**config.mk**
```make
export PLATFORM = sky130hd
export DESIGN_NAME = collision_arbiter_2p
export DESIGN_NICKNAME = d
export VERILOG_FILES = /design/src/rtl/collision_arbiter_2p.sv
export SDC_FILE = /design/constraint.sdc
export NUM_CORES = 1
export LEC_CHECK = 0
export BUFFER_PORTS_ARGS = -buffer_cell sky130_fd_sc_hd__buf_2
export CAP_MARGIN = 20
export CORE_MARGIN = 5
export CORE_UTILIZATION = 53
export CTS_CLUSTER_DIAMETER = 150
export DETAILED_ROUTE_END_ITERATION = 8
export PLACE_DENSITY = 0.79
export SLEW_MARGIN = 5
export SYNTH_ARGS = -nofsm -noshare
export SYNTH_HDL_FRONTEND = slang
export SYNTH_SLANG_ARGS = --single-unit
```
**constraint.sdc**
```tcl
create_clock -name SC_COLARB_CLOCK_50 -period 3 [get_ports SC_COLARB_CLOCK_50]
set_clock_uncertainty 0.2 [all_clocks]
set_input_delay 0.45 -clock SC_COLARB_CLOCK_50 [delete_from_list [all_inputs] [get_ports SC_COLARB_CLOCK_50]]
set_output_delay 0.45 -clock SC_COLARB_CLOCK_50 [all_outputs]
set_load 0.005 [all_outputs]
```
**src/rtl/collision_arbiter_2p.sv**
```systemverilog
// Frame-level collision controller for the two-player game: time-shares one external
// equality comparator between both players, tracks lives and declares the winner.
module collision_arbiter_2p #(
  parameter int unsigned POS_DATAWIDTH = 8,
  parameter int unsigned INIT_LIVES    = 3,
  parameter int unsigned LIVES_WIDTH   = 2
) (
  input  logic                     SC_COLARB_CLOCK_50,
  input  logic                     SC_COLARB_RESET_InHigh,
  input  logic                     tick_In,
  input  logic [POS_DATAWIDTH-1:0] fila0_In,
  input  logic [POS_DATAWIDTH-1:0] posjug1_In,
  input  logic [POS_DATAWIDTH-1:0] posjug2_In,
  input  logic                     cmp_match_In,
  output logic [POS_DATAWIDTH-1:0] cmp_fila_Out,
  output logic [POS_DATAWIDTH-1:0] cmp_pos_Out,
  output logic                     collide1_Out,
  output logic                     collide2_Out,
  output logic                     done_Out,
  output logic                     busy_Out,
  output logic [LIVES_WIDTH-1:0]   lives1_Out,
  output logic [LIVES_WIDTH-1:0]   lives2_Out,
  output logic                     gameover_Out,
  output logic [1:0]               winner_Out
);

  typedef enum logic [2:0] {
    S_IDLE,
    S_CMP_J1,
    S_CMP_J2,
    S_UPDATE,
    S_OVER
  } state_t;

  state_t                   state_q;
  logic [POS_DATAWIDTH-1:0] fila_q, pos1_q, pos2_q;
  logic [POS_DATAWIDTH-1:0] cmp_fila_q, cmp_pos_q;
  logic                     hit1_q, hit2_q, pending_q;
  logic                     collide1_q, collide2_q, done_q, busy_q, gameover_q;
  logic [1:0]               winner_q;
  logic [LIVES_WIDTH-1:0]   lives1_q, lives2_q;
  logic [LIVES_WIDTH-1:0]   lives1_d, lives2_d;
  logic                     hit1_c, hit2_c, over_c;

  // A player with an empty position mask can never be hit.
  always_comb begin
    hit1_c   = cmp_match_In && (pos1_q != '0);
    hit2_c   = cmp_match_In && (pos2_q != '0);
    lives1_d = lives1_q;
    lives2_d = lives2_q;
    if (hit1_q && (lives1_q != '0)) lives1_d = lives1_q - LIVES_WIDTH'(1);
    if (hit2_q && (lives2_q != '0)) lives2_d = lives2_q - LIVES_WIDTH'(1);
    over_c   = (lives1_d == '0) || (lives2_d == '0);
  end

  always_ff @(posedge SC_COLARB_CLOCK_50) begin
    if (SC_COLARB_RESET_InHigh) begin
      state_q    <= S_IDLE;
      fila_q     <= '0;
      pos1_q     <= '0;
      pos2_q     <= '0;
      cmp_fila_q <= '0;
      cmp_pos_q  <= '0;
      hit1_q     <= 1'b0;
      hit2_q     <= 1'b0;
      pending_q  <= 1'b0;
      collide1_q <= 1'b0;
      collide2_q <= 1'b0;
      done_q     <= 1'b0;
      busy_q     <= 1'b0;
      gameover_q <= 1'b0;
      winner_q   <= 2'b00;
      lives1_q   <= LIVES_WIDTH'(INIT_LIVES);
      lives2_q   <= LIVES_WIDTH'(INIT_LIVES);
    end else begin
      done_q     <= 1'b0;
      collide1_q <= 1'b0;
      collide2_q <= 1'b0;
      case (state_q)
        S_IDLE: begin
          // A pending tick left over from the last UPDATE starts a frame too.
          if (tick_In || pending_q) begin
            fila_q     <= fila0_In;
            pos1_q     <= posjug1_In;
            pos2_q     <= posjug2_In;
            cmp_fila_q <= fila0_In & posjug1_In;
            cmp_pos_q  <= posjug1_In;
            pending_q  <= 1'b0;
            busy_q     <= 1'b1;
            state_q    <= S_CMP_J1;
          end
        end
        S_CMP_J1: begin
          hit1_q     <= hit1_c;
          cmp_fila_q <= fila_q & pos2_q;
          cmp_pos_q  <= pos2_q;
          if (tick_In) pending_q <= 1'b1;
          state_q    <= S_CMP_J2;
        end
        S_CMP_J2: begin
          hit2_q     <= hit2_c;
          done_q     <= 1'b1;
          collide1_q <= hit1_q;
          collide2_q <= hit2_c;
          if (tick_In) pending_q <= 1'b1;
          state_q    <= S_UPDATE;
        end
        S_UPDATE: begin
          lives1_q <= lives1_d;
          lives2_q <= lives2_d;
          if (over_c) begin
            gameover_q <= 1'b1;
            winner_q   <= {lives1_d == '0, lives2_d == '0};
            pending_q  <= 1'b0;
            busy_q     <= 1'b0;
            state_q    <= S_OVER;
          end else if (pending_q) begin
            fila_q     <= fila0_In;
            pos1_q     <= posjug1_In;
            pos2_q     <= posjug2_In;
            cmp_fila_q <= fila0_In & posjug1_In;
            cmp_pos_q  <= posjug1_In;
            pending_q  <= tick_In;
            state_q    <= S_CMP_J1;
          end else begin
            pending_q <= tick_In;
            busy_q    <= 1'b0;
            state_q   <= S_IDLE;
          end
        end
        S_OVER: begin
          state_q <= S_OVER;
        end
        default: begin
          busy_q  <= 1'b0;
          state_q <= S_IDLE;
        end
      endcase
    end
  end

  assign cmp_fila_Out = cmp_fila_q;
  assign cmp_pos_Out  = cmp_pos_q;
  assign collide1_Out = collide1_q;
  assign collide2_Out = collide2_q;
  assign done_Out     = done_q;
  assign busy_Out     = busy_q;
  assign lives1_Out   = lives1_q;
  assign lives2_Out   = lives2_q;
  assign gameover_Out = gameover_q;
  assign winner_Out   = winner_q;

endmodule

```
Yosys cells after proc, flatten, opt, wreduce, memory -nomap -nowiden
Index checks and enable logic that the tools add are counted.
{"block": "op_classes", "n_mul": 0, "magnitude_cmp": 0, "add_sub_neg": 2, "n_eq_ne": 9, "reduce_logical": 24, "muxes": 32, "bitwise": 4, "shift": 0, "div_mod_pow": 0}
{"cell": "8-bit 2-to-1 mux", "n": 12}
{"cell": "8-bit one-hot mux with 2 select lines", "n": 3}
{"cell": "8-bit one-hot mux with 3 select lines", "n": 2}
{"cell": "8-bit AND", "n": 2}
{"cell": "8-bit nonzero test", "n": 2}
{"cell": "3-bit one-hot mux with 5 select lines", "n": 1}
{"cell": "1-bit 2-to-1 mux", "n": 8}
{"cell": "4-bit AND reduction", "n": 2}
{"cell": "3-bit by 2-bit == test with 1-bit output, second input constant", "n": 2}
{"cell": "3-bit 2-to-1 mux", "n": 2}
{"cell": "2-bit inequality test, second input constant", "n": 3}
{"cell": "1-bit one-hot mux with 3 select lines", "n": 2}
{"cell": "3-bit AND reduction", "n": 2}
{"cell": "2-bit nonzero test", "n": 3}
{"cell": "3-bit nonzero test", "n": 2}
{"cell": "1-bit logical AND", "n": 4}
{"cell": "2-bit zero test", "n": 2}
{"cell": "2-bit 2-to-1 mux", "n": 2}
{"cell": "2-bit OR reduction", "n": 2}
{"cell": "2-bit by 1-bit subtractor with 2-bit output, second input constant", "n": 2}
{"cell": "3-bit by 1-bit == test with 1-bit output, second input constant", "n": 1}
{"cell": "3-bit == test, second input constant", "n": 1}
{"cell": "3-bit zero test", "n": 1}
{"cell": "3-bit inequality test, second input constant", "n": 1}
{"cell": "other kinds (5)", "n": 7}
{"block": "word_totals", "ram_bits": 0, "n_memories": 0, "mem_bits_ro": 0, "reg_bits": 57, "in_bits": 28, "latch_bits": 0}

Depth between registers and ports, before layout
{"block": "logic_depth", "word_depth": 7, "ltp_mapped": 9, "depth_no_buf": 7}

Worst setup path before layout
Ideal clock, no wire load.
{"block": "synth_path", "kind": "reg2reg", "start": "reg lives1_q[0] (netlist: lives1_Out[0])", "end": "reg fila_q[0]", "arrival_time_ps": 1917, "stages_incl_launch_ff": 9, "slack_ps": 825, "required_ps": 2741, "setup_ps": 59, "cell_sequence": "dfxtp_1 inv_1 ha_1 nand4b_1 o31ai_1 or2_2 o22ai_1 buf_2 a22o_1"}
{"block": "synth_via", "elab_chain_len": 7}
{"item": "start, declared", "line": "41", "rtl": "logic [LIVES_WIDTH-1:0] lives1_q, lives2_q;"}
{"item": "start signal, assigned", "line": "73", "rtl": "lives1_q <= LIVES_WIDTH'(INIT_LIVES);"}
{"item": "start signal, assigned", "line": "109", "rtl": "lives1_q <= lives1_d;"}
{"item": "parallel branches: the longest is 2 deep, another holds 2-bit by 1-bit subtractor with 2-bit output"}
{"item": "2-bit 2-to-1 mux *", "line": "51", "rtl": "if (hit1_q && (lives1_q != '0)) lives1_d = lives1_q - LIVES_WIDTH'(1);"}
{"item": "2-bit zero test *", "line": "53", "rtl": "over_c = (lives1_d == '0) || (lives2_d == '0);"}
{"item": "1-bit logical OR *", "line": "53"}
{"item": "2-bit inequality test (no line) *"}
{"item": "4-bit AND reduction (no line) *"}
{"item": "end signal, assigned", "line": "83", "rtl": "fila_q <= fila0_In;"}
{"item": "end signal, assigned", "line": "118", "rtl": "fila_q <= fila0_In;"}
{"item": "end, declared", "line": "36", "rtl": "logic [POS_DATAWIDTH-1:0] fila_q, pos1_q, pos2_q;"}
Mark *: on every way between the ends.
A chain may end at the register's enable or synchronous reset.

Final worst setup path
{"block": "layout_path", "start": "reg lives2_q[0] (netlist: lives2_Out[0])", "end": "reg pos1_q[5]"}
{"block": "layout_via", "elab_chain_len": 7}
{"item": "start, declared", "line": "41"}
{"item": "start signal, assigned", "line": "74", "rtl": "lives2_q <= LIVES_WIDTH'(INIT_LIVES);"}
{"item": "start signal, assigned", "line": "110", "rtl": "lives2_q <= lives2_d;"}
{"item": "parallel branches: the longest is 2 deep, another holds 2-bit by 1-bit subtractor with 2-bit output"}
{"item": "2-bit 2-to-1 mux *", "line": "52", "rtl": "if (hit2_q && (lives2_q != '0)) lives2_d = lives2_q - LIVES_WIDTH'(1);"}
{"item": "2-bit zero test *", "line": "53"}
{"item": "1-bit logical OR *", "line": "53"}
{"item": "2-bit inequality test (no line) *"}
{"item": "4-bit AND reduction (no line) *"}
{"item": "end signal, assigned", "line": "84", "rtl": "pos1_q <= posjug1_In;"}
{"item": "end signal, assigned", "line": "119", "rtl": "pos1_q <= posjug1_In;"}
{"item": "end, declared", "line": "36"}
Marks and branches as above.

==> impl_metrics.ini <==
[status]
status = finished, final reports clean

[place]
hpwl_um = 3916
io_buffers = 54
gp_congestion = 0.8156

[synth]
synth_area_leader_cell = dfxtp_1
synth_area_mm2 = 0.002415
synth_cells = 245
ys_seq_area_frac = 0.4725
synth.top_cell.area_share = 0.4725
synth_top_cells_by_area = dfxtp_1 (47%), a22o_1 (8.7%), a211oi_2 (5.7%), a21oi_1 (5.0%), mux2i_1 (3.3%)
avgSynthCellArea_um2 = 9.856
synth_cell_type_count = 42
yosysWarnings = 0
syn_nets = 275
synth-seq-cells = 57

[detailed_routing]
drt_drc_violations_left = 0
drt-met1-wl_um = 2528
dr.pass1.iters = 4
vias = 2080
ant_nets = 0
initialDrtViolationCount = 171
wl_per_cell_um = 16.16
routed.top_layer = met4
viasPerCell = 5.826
wl_met3_um = 424
routed_wl_um = 5768
wl_met2_um = 2739

[die]
rows = 24
io_pins = 55
core-area_mm2 = 0.004384
fp.dieArea_mm2 = 0.006006
fp.dieH_um = 77.50
die_w_um = 77.50
start_util = 0.5508

[cts]
cts_setup_buffers = 0
cts_root_buf = clkbuf_8
clk_latency_ps = 340
ctsHtreeMaxLevel = 3
numCtsBuffers = 9
cts_resized = 0
path_clk_slew_ps = 60
clock-sinks = 57
clockBufferDepth = 2
cts_tree = yes
cts_hold_buffers = 0

[global_route]
grt-ovfl-total = 0
grt_pass1_vias = 2059
grtUsageTotal = 0.2061
grt_max_degree = 33
grt_pass1_wl_um = 9929
antenna_found_initial = 0

[final_layout]
drive_gt1_frac = 0.3082
area_delta_synth_final_pct = 21.30
diodes = 0
nets = 330

[timing]
tightestPinTransition_ps = 1005
slew_viol_final = 0
finalSetupTns_ps = 0
fin_crit_sh = 0.8839
setup_viol = 0
layout_min_cycle_time_ps = 2652
max_freq_mhz = 377.1
hold_viol = 0
relSlewSlack = 0.3297
rsz0062_at_grt = no

[power_and_ir_drop]
ir_drop_mv = 0.5047
power_density_mw_per_mm2 = 803.0
p_leak_uw = 0.001261
total_power_uw = 2352

[worst_setup_path]
r2r_cells = 7
end_kind = register
cp_max_fo = 24
timing.rr.start = lives2_Out[0]
critPathTopFamily = compound AO/OA/AOI/OAI gates
setup.worst_path.start_class = register
critPathArrivalTime_ps = 2730
cp_num_cells = 7
required_ps = 3080
max_stage_delay_ps = 750
reg2reg_setup_slack_ps = 350
rr_endpoint = pos1_q[5]
path_class = reg2reg
path_buf_inv = 1
worst_path_max_delay_cell = o22ai_2
cp_cell_sequence = inv_1 -> ha_1 -> nand4b_1 -> o31ai_1 -> or2_2 -> o22ai_2 -> a22o_1

[worst_hold_path]
holdPathEnd = pos2_q[7]
worstHoldPathCells = 2
hp-class = in2reg
min_from = posjug2_In[7]

[job]
max-cap-violations = 0
-- cells in the final DEF (no fill, tap or decap), drive strengths merged, types with 6 or more instances in the layout --
cell type  count
buf           60
inv            6
mux2i          8
dfxtp         57
clkbuf        11
a211oi        18
a31oi          9
nor3           6
nand2         19
a22o          24
a21oi         25
nor2          17
-- state kept, by name, summed over array words and instances (netlist names) --
signal        flops
cmp_fila_Out      8
cmp_pos_Out       8
fila_q            8
pos1_q            8
pos2_q            8
state_q           3
lives1_Out        2
lives2_Out        2
winner_Out        2
busy_Out          1
collide1_Out      1
collide2_Out      1
done_Out          1
gameover_Out      1
hit1_q            1
hit2_q            1
pending_q         1
-- worst max path at each step --
stage	from	end	slack, ps
global placement	lives1_Out[0]	pos2_q[3]	390
CTS	lives2_Out[0]	pos1_q[5]	300
detailed placement	lives2_Out[0]	fila_q[7]	320
finish	lives2_Out[0]	pos1_q[5]	350
floorplan	lives1_Out[0]	fila_q[0]	820
global route	lives1_Out[0]	pos1_q[5]	80
-- per-layer routing --
metal,global-route usage,vias up
li1,-,1018
met1,0.2659,988
met2,0.3140,66
met3,0.07755,8
met4,0.07732,0
met5,0,-
-- report_power, final --
| group | internal, uW | switching [uW] | leakage, uW |
|---|---|---|---|
| logic | 250 | 293 | 0.000677 |
| registers | 890 | 105 | 0.000469 |
| clock network | 510 | 305 | 0.000115 |
-- worst register-to-register path: stages (launching register included) --
cell	delay, ps
dfxtp_1	380
inv_1	90
ha_1	320
nand4b_1	100
o31ai_1	140
or2_2	350
o22ai_2	750
a22o_1	280
-- synthesized netlist by cell type (all sizes together) --
| library cell | n |
|---|---|
| nor3 | 6 |
| o21ai | 3 |
| xnor2 | 3 |
| nor4 | 5 |
| ha | 2 |
| and3 | 1 |
| a211o | 2 |
| and2 | 1 |
| and2b | 1 |
| nor2 | 17 |
| o31ai | 2 |
| or2 | 1 |
| o22ai | 1 |
| nand3 | 2 |
| nand2 | 19 |
| inv | 6 |
| o21bai | 1 |
| a22oi | 1 |
| nand4 | 1 |
| a211oi | 18 |
| dfxtp | 57 |
| or3 | 1 |
| o221ai | 1 |
| nand4b | 2 |
| nand2b | 5 |
| buf | 12 |
| nor2b | 3 |
| mux2i | 8 |
| clkbuf | 4 |
| a22o | 24 |
| a31oi | 9 |
| o31a | 1 |
| a21oi | 25 |
-- per-stage QoR --
| step | area, um2 | hold slack (ps) | cells | worst slack (ps) | utilization |
|---|---|---|---|---|---|
| 6_report | 2929 | 126.0 | 357 | 348.4 | 0.6681 |
| 3_5_place_dp | 2700 | 246.4 | 341 | 317.4 | 0.6159 |
| 4_1_cts | 2929 | 116.0 | 357 | 303.3 | 0.6681 |
| 3_3_place_gp | 2700 | 241.9 | 341 | 394.8 | 0.6159 |
| 2_1_floorplan | 2415 | 242.0 | 245 | 824.7 | - |
| 5_1_grt | 2929 | 109.1 | 357 | 84.79 | 0.6681 |
-- layout make-up --
class	instances	area, um2
inverter	6	22.52
timing repair buffer	60	315.3
clock inverter	5	77.57
clock buffer	11	151.4
fill	354	1455
tap	52	65.06
sequential	57	1141
multi-input combinational	166	1156
-- kinds of logic (layout without fill, tap and decap cells) --
group,Yosys count,in the layout,synth area share
AOI/OAI and AO/OA,88,88,0.2850
xor gates and xnor gates,3,3,0.01088
adders and majority gates,2,2,0.01036
buffers and inverters,22,82,0.05388
DFF,57,57,0.4725
muxes,8,8,0.03316
and+or+nand+nor,65,65,0.1342
No activity file was read; power rests on OpenSTA's default activity.
